===== src/rtl/data_pack.sv =====
// data_pack: repacks an LSB-first 7-bit value stream into LSB-aligned 32-bit words
// with sop/eop framing, buffered by a word FIFO. Define DATA_PACK_OVF_CNT_EN to add ovf_count.
module data_pack #(
  parameter int FIFO_DEPTH = 8
) (
  input  logic        clk,
  input  logic        rst,
  input  logic        valid_in,
  input  logic [6:0]  data_in,
  input  logic        sop_in,
  input  logic        eop_in,
  output logic        valid_out,
  output logic [31:0] data_out,
  output logic        sop_out,
  output logic        eop_out,
  input  logic        ready_in,
  output logic        ovf_out,
  output logic        err_out
`ifdef DATA_PACK_OVF_CNT_EN
  ,
  output logic [15:0] ovf_count
`endif
);

  localparam int AW = $clog2(FIFO_DEPTH);
  localparam int CW = AW + 1;

  typedef enum logic {
    IDLE   = 1'b0,
    IN_PKT = 1'b1
  } state_t;

  typedef struct packed {
    logic        sop;
    logic        eop;
    logic [31:0] data;
  } word_t;

  state_t      state_q, state_d;
  logic [37:0] acc_q, acc_d;
  logic [4:0]  nbits_q, nbits_d;
  logic        first_q, first_d;

  logic        accept, restart, close, bad_sop;

  logic [37:0] base_acc, sum_acc, rem_acc;
  logic [5:0]  base_n, sum_n, rem_n;
  logic        full, resid, first_cur;
  logic [1:0]  nwr;
  word_t       w0, w1;

  word_t          mem [FIFO_DEPTH];
  logic [AW-1:0]  wr_ptr_q, rd_ptr_q;
  logic [CW-1:0]  count_q, free;
  logic           rd, ovf_now, wr_en;
  logic           ovf_q, err_q;
  word_t          head;

  // ---------------------------------------------------------------------------
  // Packet framing FSM
  // ---------------------------------------------------------------------------
  always_ff @(posedge clk) begin
    if (rst) state_q <= IDLE;
    else     state_q <= state_d;
  end

  // NOTE: every always_comb assigns defaults first so no path leaves a signal
  // unassigned; a missing default would infer a latch.
  always_comb begin
    state_d = state_q;
    if (valid_in) begin
      if (state_q == IDLE) begin
        if (sop_in && !eop_in) state_d = IN_PKT;
      end else begin
        if (eop_in) state_d = IDLE;
      end
    end
  end

  always_comb begin
    accept  = valid_in && ((state_q == IN_PKT) || sop_in);
    restart = accept && sop_in;
    close   = accept && eop_in;
    bad_sop = valid_in && sop_in && (state_q == IN_PKT);
  end

  // ---------------------------------------------------------------------------
  // Accumulator: a sop restarts from an empty accumulator, dropping any residue.
  // Bits above nbits are always zero, so the residual word needs no masking.
  // ---------------------------------------------------------------------------
  always_comb begin
    base_acc  = restart ? 38'd0 : acc_q;
    base_n    = restart ? 6'd0 : {1'b0, nbits_q};
    sum_acc   = base_acc | ({31'd0, data_in} << base_n);
    sum_n     = base_n + 6'd7;
    full      = (sum_n >= 6'd32);
    rem_acc   = full ? (sum_acc >> 32) : sum_acc;
    rem_n     = full ? (sum_n - 6'd32) : sum_n;
    resid     = close && (rem_n != 6'd0);
    nwr       = accept ? ({1'b0, full} + {1'b0, resid}) : 2'd0;
    first_cur = restart | first_q;

    // w0 is the full word, or the residual alone when no full word completed.
    w0 = '{sop: first_cur, eop: close && (nwr == 2'd1), data: sum_acc[31:0]};
    w1 = '{sop: 1'b0, eop: close, data: rem_acc[31:0]};

    acc_d   = acc_q;
    nbits_d = nbits_q;
    first_d = first_q;
    if (accept) begin
      if (close) begin
        acc_d   = 38'd0;
        nbits_d = 5'd0;
      end else begin
        acc_d   = rem_acc;
        nbits_d = rem_n[4:0];
      end
      first_d = (nwr != 2'd0) ? 1'b0 : first_cur;
    end
  end

  // NOTE: sequential state uses non-blocking assignments so every register
  // samples pre-edge values regardless of statement order.
  always_ff @(posedge clk) begin
    if (rst) begin
      acc_q   <= 38'd0;
      nbits_q <= 5'd0;
      first_q <= 1'b0;
    end else begin
      acc_q   <= acc_d;
      nbits_q <= nbits_d;
      first_q <= first_d;
    end
  end

  // ---------------------------------------------------------------------------
  // Output FIFO: up to two writes per cycle; a same-cycle read frees its entry first.
  // ---------------------------------------------------------------------------
  assign head = mem[rd_ptr_q];
  assign rd   = valid_out && ready_in;

  always_comb begin
    free    = CW'(FIFO_DEPTH) - count_q + CW'(rd);
    ovf_now = (CW'(nwr) > free);
    wr_en   = (nwr != 2'd0) && !ovf_now;
  end

  // NOTE: the storage array has no reset; count_q alone defines which entries
  // are meaningful, and unoccupied entries are never presented.
  always_ff @(posedge clk) begin
    if (wr_en) begin
      mem[wr_ptr_q] <= w0;
      if (nwr == 2'd2) mem[wr_ptr_q + AW'(1)] <= w1;
    end
  end

  always_ff @(posedge clk) begin
    if (rst) begin
      wr_ptr_q <= '0;
      rd_ptr_q <= '0;
      count_q  <= '0;
    end else begin
      if (rd)    rd_ptr_q <= rd_ptr_q + AW'(1);
      if (wr_en) wr_ptr_q <= wr_ptr_q + AW'(nwr);
      count_q <= count_q - CW'(rd) + (wr_en ? CW'(nwr) : CW'(0));
    end
  end

  always_ff @(posedge clk) begin
    if (rst) begin
      ovf_q <= 1'b0;
      err_q <= 1'b0;
    end else begin
      if (ovf_now) ovf_q <= 1'b1;
      if (bad_sop) err_q <= 1'b1;
    end
  end

`ifdef DATA_PACK_OVF_CNT_EN
  logic [15:0] ovf_cnt_q;
  logic [16:0] ovf_sum;

  assign ovf_sum = {1'b0, ovf_cnt_q} + 17'(nwr);

  always_ff @(posedge clk) begin
    if (rst)          ovf_cnt_q <= 16'd0;
    else if (ovf_now) ovf_cnt_q <= ovf_sum[16] ? 16'hFFFF : ovf_sum[15:0];
  end

  assign ovf_count = ovf_cnt_q;
`endif

  // Outputs read straight from the head entry, so they stay stable under a stall.
  assign valid_out = (count_q != '0);
  assign data_out  = valid_out ? head.data : 32'd0;
  assign sop_out   = valid_out && head.sop;
  assign eop_out   = valid_out && head.eop;
  assign ovf_out   = ovf_q;
  assign err_out   = err_q;

endmodule


===== config.mk =====
export PLATFORM = sky130hd
export DESIGN_NAME = data_pack
export DESIGN_NICKNAME = d
export VERILOG_FILES = /design/src/rtl/data_pack.sv
export SDC_FILE = /design/constraint.sdc
export NUM_CORES = 1
export LEC_CHECK = 0
export CAP_MARGIN = 20
export CELL_PAD_IN_SITES_DETAIL_PLACEMENT = 0
export CELL_PAD_IN_SITES_GLOBAL_PLACEMENT = 1
export CORE_ASPECT_RATIO = 1.1
export CORE_UTILIZATION = 40
export CTS_CLUSTER_SIZE = 8
export DETAILED_ROUTE_END_ITERATION = 6
export GPL_ROUTABILITY_DRIVEN = 0
export PLACE_DENSITY_LB_ADDON = 0.1
export SYNTH_ARGS = -nofsm -noshare
export SYNTH_HDL_FRONTEND = slang
export SYNTH_SLANG_ARGS = --single-unit

===== constraint.sdc =====
create_clock -name clk -period 13.45 [get_ports clk]
set_clock_uncertainty 0.2 [all_clocks]
set_input_delay 3.3625 -clock clk [delete_from_list [all_inputs] [get_ports clk]]
set_output_delay 3.3625 -clock clk [all_outputs]
set_load 0.02 [all_outputs]

==> results of run 1 <==
## routing by layer
metal	routed length [um]	vias to the layer above	GRT usage, %	share of wire [%]
met5	0	-	0	0
met4	1370	0	8.49	2.8
met3	2880	83	3.69	5.8
met2	23800	401	38.7	48
met1	21700	5817	32.7	44
li1	-	5202	-	-
## cells by family (layout without fill, tap and decap cells)
kind of cell | Yosys count | in the layout | synth area share [%]
and+or+nand+nor | 444 | 444 | 12.5
muxes | 118 | 118 | 12.4
buffers and inverters | 142 | 203 | 3.88
DFF | 332 | 332 | 56.2
AOI/OAI and AO/OA | 270 | 270 | 13.2
xor gates and xnor gates | 9 | 9 | 0.522
adders and majority gates | 16 | 16 | 1.30
## metrics by stage
step / instances / utilization, % / hold slack (ns) / instance area [um2] / setup WS [ns]
global placement: 1816 / 43.1 / 0.235 / 17400 / 3.79
floorplan: 1331 / - / 0.212 / 16500 / 5.87
finish: 1905 / 46.5 / 0.247 / 18800 / 4.14
global route: 1905 / 46.5 / 0.264 / 18800 / 3.72
detailed placement: 1816 / 43.1 / 0.236 / 17400 / 3.61
CTS: 1902 / 46.5 / 0.248 / 18800 / 4.17
## area by class of cell
cell class,instances,area share (%)
inverters,35,0.698
multi-input cells,857,35.4
repair buffers,82,3.90
well taps,513,3.41
clock buffers,84,7.09
flip-flops and latches,332,49.4
clock inverters,2,0.153
## registers in the layout, indices dropped and copies added, names as in the netlist, named ones only
| register | count |
|---|---|
| acc_q | 38 |
| err_out | 1 |
| count_q | 4 |
| first_q | 1 |
| rd_ptr_q | 3 |
| mem | 272 |
| wr_ptr_q | 3 |
| ovf_out | 1 |
| nbits_q | 5 |
| state_q | 1 |
## worst max-delay path: stages
cell	delay, ns
clkdlybuf4s50_1	0.83
a21bo_1	0.44
nor3_2	0.74
a31oi_1	0.19
ha_1	0.31
nand2_2	0.15
inv_1	0.14
ha_1	0.37
nand2b_1	0.11
a221oi_4	0.70
nand2_1	0.62
nand2b_1	0.49
nand2_2	0.68
## power by group through the flow
stage	clock network (mW)	logic (mW)	registers (mW)
after global placement	0	0.658	1.18
after detailed placement	0	0.657	1.17
after global routing	1.16	0.701	1.16
after CTS	1.12	0.660	1.15
final	1.10	0.645	1.15
after floorplan	0	0.473	1.14
## cells in the mapped netlist (5+ instances only)
cell	n	area (um2)
mux2i_1	46	460
mux4_2	69	1550
a22o_1	5	43.8
a31oi_1	11	68.8
inv_1	32	120
a21oi_1	48	240
a221oi_2	5	75.1
o2bb2ai_1	7	61.3
a211oi_1	16	120
dfxtp_1	68	1360
clkbuf_1	47	176
o21ai_1	6	30.0
buf_2	47	235
nand2b_1	14	87.6
and3_1	8	50.1
ha_1	14	175
a2bb2oi_1	5	43.8
nand3_1	24	120
a22oi_1	10	75.1
o32ai_1	10	87.6
nand2_1	58	218
o31ai_1	7	52.6
a21o_1	7	52.6
and2_1	8	50.1
a32o_1	5	50.1
o22ai_1	43	269
nor2_1	189	709
nor3_1	99	495
nor3_2	6	60.1
nor2b_1	5	31.3
edfxtp_1	264	7930
nand3b_1	8	60.1
o21ai_0	20	100
buf_6	5	56.3
## how the worst min path moves through the flow
stage | cells past startpoint | slack [ns] | endpoint
5_1_grt | 1 | 0.26 | acc_q[8]$_SDFFE_PP0N_
3_5_place_dp | 2 | 0.24 | acc_q[35]$_SDFFE_PP0N_
3_3_place_gp | 1 | 0.24 | acc_q[8]$_SDFFE_PP0N_
6_report | 2 | 0.25 | acc_q[35]$_SDFFE_PP0N_
4_1_cts | 2 | 0.25 | acc_q[35]$_SDFFE_PP0N_
2_1_floorplan | 2 | 0.21 | acc_q[35]$_SDFFE_PP0N_
==> flow_metrics.py, run 1 <==
metrics = {
    "synth": {
        "syn_inst": 1331,
        "ys_seq_area_share_pct": 56.2,
        "syn_area_um2": 16500,
        "synthFlopType": "edfxtp_1",
        "avgSynthCellArea_um2": 12.4,
        "async_reset_ff_share_pct": 0,
        "ys_seq_elements": 332,
        "synth_nets": 1360,
        "synth.distinct_cells": 97,
        "yosysWarningCount": 0,
        "synth-edff-count": 264,
    },
    "drt": {
        "vias_per_cell": 6.04,
        "routed_wl_mm": 49.7,
        "avgRoutedWirePerCell_um": 26.1,
        "drc_errors": 9,
        "first_pass_iters": 7,
        "ant_nets": 0,
        "drt_iter0_markers": 935,
        "vias": 11500,
    },
    "pwr": {
        "finalPower_mw": 2.90,
        "pwr-share-clk_pct": 38.1,
        "netSwitchingPower_uw": 859,
        "power_frac_seq_pct": 39.7,
        "powerDensity_nw_per_um2": 154,
        "swShare_pct": 29.6,
        "peakVddDrop_mv": 0.163,
        "p_leak_nw": 6.04,
        "p_int_mw": 2.04,
        "comb_power_share_pct": 22.2,
    },
    "die": {
        "die_x_um": 196,
        "rows": 77,
        "dieArea_um2": 42100,
        "core_area_um2": 40500,
        "die_h_um": 215,
        "initial_utilization_pct": 40.9,
        "io_pins": 50,
    },
    "global_route": {
        "grt_overflow": 0,
        "track_usage_pct": 24.0,
        "grt_pass1_wl_mm": 75.4,
        "grt_pass1_vias": 11700,
        "grt_max_degree": 99,
        "antenna_found_initial": 0,
    },
    "status": {
        "violations": "DRC",
        "status": "finished, violations left",
    },
    "worst_setup_path": {
        "rr_endpoint": "mem[0][23]$_DFFE_PP_",
        "regToRegSetupSlack_ns": 6.99,
        "start_kind": "input pin",
        "critPathArrivalTime_ns": 9.16,
        "worstSetupPathType": "in2reg",
        "crit_fanout": 33,
        "cp.required_ns": 13.30,
        "r2r_start": "nbits_q[4]$_SDFFE_PP0N_",
        "worst_setup_path_end_kind": "flop",
        "startpoint": "valid_in",
        "reg2reg_depth": 12,
        "crit_end": "mem[0][23]$_DFFE_PP_",
    },
    "layout": {
        "n_fill_cell": 3690,
        "area_growth_pct": 13.9,
        "diodes": 0,
        "layout-drive-gt1-share_pct": 15.8,
        "layout_common_cells": "edfxtp_1 (264), nor2_1 (189), nor3_1 (99)",
        "ff_latch_area_um2": 9300,
        "final_common_cell": "edfxtp_1",
        "nNetsFinal": 1384,
        "multi_input_area_um2": 6660,
    },
    "clock_tree": {
        "numCtsBuffers": 47,
        "clock-root-buffer": "clkbuf_16",
        "cts-resized-gates": 0,
        "clockBufferDepth": 3,
        "cts_tree": "built",
        "cts.clk_slew.worst_paths_ns": 0.05,
        "post_cts_buffers": 0,
        "clock_sink_count": 332,
        "htree_levels": 2,
        "cts-hold-fix-buffers": 0,
        "insertion_delay_ns": 0.56,
    },
    "placement": {
        "io_buffers": 49,
        "dpl.hpwl_mm": 30.3,
    },
    "sta": {
        "post-route-period-util_pct": 69.2,
        "tns_ns": 0,
        "final-setup-viol-count": 0,
        "rsz0062_at_grt": "false",
        "slew_headroom_pct": 20.7,
        "period_minus_slack_ns": 9.31,
        "clock.fmax_mhz": 107,
        "hold_viol_final": 0,
        "worst_slew_pin_slew_ns": 1.18,
        "slew_violations": 0,
    },
    "hold_path": {
        "hp-class": "reg2reg",
        "hold_start": "acc_q[35]$_SDFFE_PP0N_",
    },
    "run": {
        "cap_violations": 0,
    },
}
No activity file was read; power rests on OpenSTA's default activity.
==> run 2: changes to the inputs <==
==> constraint.sdc (replaced) <==
create_clock -name clk -period 7.7 [get_ports clk]
set_clock_uncertainty 0.2 [all_clocks]
set_input_delay 1.925 -clock clk [delete_from_list [all_inputs] [get_ports clk]]
set_output_delay 1.925 -clock clk [all_outputs]
set_load 0.02 [all_outputs]
==> run 2 against run 1 <==
  * The run now ends clean
  * Highest routed layer unchanged
  * Largest cell class unchanged
  * Sequential share of layout area down 0.22 points
  * Routed wire length increased by 0.93%
  * Non-clock buffer count is 14 higher
==> flow_metrics.py, run 2 (synthesis results as in run 1) <==
metrics = {
    "status": {
        "status": "completed",
    },
    "die": {
        "core_area_um2": 40500,
        "rows": 77,
        "io_pins": 50,
        "dieArea_um2": 42100,
        "die_x_um": 196,
        "die_h_um": 215,
        "initial_utilization_pct": 40.9,
    },
    "clock_tree": {
        "htree_levels": 2,
        "numCtsBuffers": 47,
        "cts.clk_slew.worst_paths_ns": 0.06,
        "cts-hold-fix-buffers": 0,
        "insertion_delay_ns": 0.59,
        "post_cts_buffers": 0,
        "cts_tree": "built",
        "cts-resized-gates": 0,
        "clock_sink_count": 332,
        "clock-root-buffer": "clkbuf_16",
        "clockBufferDepth": 3,
    },
    "layout": {
        "largestRegisters": "mem (272), acc_q (38), nbits_q (5)",
        "area_growth_pct": 14.4,
        "layout_common_cells": "edfxtp_1 (264), nor2_1 (189), nor3_1 (99)",
        "n_fill_cell": 3709,
        "final_common_cell": "edfxtp_1",
        "nNetsFinal": 1398,
        "top_register": "mem",
        "largest_reg_flops": 272,
        "diodes": 0,
        "ff_latch_area_um2": 9300,
        "multi_input_area_um2": 6660,
        "layout-drive-gt1-share_pct": 16.6,
    },
    "global_route": {
        "grt_overflow": 0,
        "grt_max_degree": 95,
        "grt_pass1_vias": 11800,
        "antenna_found_initial": 0,
        "track_usage_pct": 24.2,
        "grt_pass1_wl_mm": 76.2,
    },
    "placement": {
        "io_buffers": 49,
        "dpl.hpwl_mm": 32.8,
    },
    "sta": {
        "hold_viol_final": 0,
        "tns_ns": 0,
        "slew_headroom_pct": 23.7,
        "slew_violations": 0,
        "worst_slew_pin_slew_ns": 1.14,
        "rsz0062_at_grt": "false",
        "clock.fmax_mhz": 153,
        "hold-worst-slack_ns": 0.248,
        "final-setup-viol-count": 0,
        "post-route-period-util_pct": 85.0,
        "period_minus_slack_ns": 6.54,
    },
    "drt": {
        "ant_nets": 0,
        "avgRoutedWirePerCell_um": 26.3,
        "routed_wl_mm": 50.1,
        "vias_per_cell": 6.06,
        "first_pass_iters": 5,
        "vias": 11600,
        "drc_errors": 0,
        "drt_iter0_markers": 903,
    },
    "worst_setup_path": {
        "start_kind": "input pin",
        "worstSetupPathType": "in2reg",
        "critPathArrivalTime_ns": 6.78,
        "worst_setup_path_end_kind": "flop",
        "cp.required_ns": 7.94,
        "crit_fanout": 15,
    },
    "pwr": {
        "peakVddDrop_mv": 0.221,
        "p_leak_nw": 6.10,
        "powerDensity_nw_per_um2": 267,
    },
    "run": {
        "cap_violations": 0,
    },
    "hold_path": {
        "hp-class": "reg2reg",
    },
}
-- run 2: path summary, 6_finish.rpt --
check / startpoint / end / slack [ns] / cells past startpoint
worst max-delay path: sop_in / count_q[2]$_SDFF_PP0_ / 1.16 / 17
worst min-delay path: acc_q[35]$_SDFFE_PP0N_ / acc_q[35]$_SDFFE_PP0N_ / 0.25 / 2
worst max register to register: nbits_q[0]$_SDFFE_PP0N_ / count_q[2]$_SDFF_PP0_ / 2.32 / 17
worst min register to register: acc_q[35]$_SDFFE_PP0N_ / acc_q[35]$_SDFFE_PP0N_ / 0.25 / 2
-- run 2: per-layer routing --
metal | vias to the layer above | GRT usage [%] | routed length (um)
li1 | 5216 | - | -
met2 | 337 | 40.6 | 24600
met3 | 101 | 3.47 | 2240
met4 | 0 | 9.32 | 1600
met1 | 5909 | 31.6 | 21700
met5 | - | 0 | 0
-- run 2: cell type report --
| type | count | area share, % |
|---|---|---|
| clock buffers | 71 | 6.70 |
| clock inverters | 3 | 0.172 |
| inverters | 35 | 0.695 |
| multi-input cells | 857 | 35.2 |
| flip-flops and latches | 332 | 49.2 |
| well taps | 513 | 3.40 |
| repair buffers | 96 | 4.66 |
-- run 2: per-stage QoR --
| step | setup WS (ns) | power (mW) | area [um2] | std cells | util (%) |
|---|---|---|---|---|---|
| after CTS | 1.16 | 5.12 | 18900 | 1906 | 46.7 |
| final | 1.16 | 5.06 | 18900 | 1907 | 46.7 |
| after detailed placement | 0.590 | 3.22 | 17600 | 1832 | 43.5 |
| after global routing | 0.832 | 5.26 | 18900 | 1907 | 46.7 |
| after floorplan | 1.56 | 2.82 | 16500 | 1331 | - |
| after global placement | 0.677 | 3.22 | 17600 | 1832 | 43.5 |
-- run 2: worst max-delay path, stage by stage --
cell	delay, ns
clkdlybuf4s50_1	0.52
buf_4	0.25
a21boi_4	0.32
a31oi_1	0.16
ha_1	0.50
nand2_1	0.15
ha_1	0.34
a221oi_4	0.60
nand2_1	0.60
nand2_1	0.23
ha_1	0.24
inv_1	0.06
ha_1	0.17
inv_1	0.07
fa_1	0.43
xor2_1	0.15
nor2_1	0.05
-- run 2: power breakdown --
| group | total [mW] | leakage, nW | internal [mW] | switching [mW] |
|---|---|---|---|---|
| Combinational | 1.11 | 2.18 | 0.481 | 0.627 |
| Sequential | 2.05 | 3.30 | 1.95 | 0.108 |
| Clock | 1.89 | 0.623 | 1.12 | 0.774 |
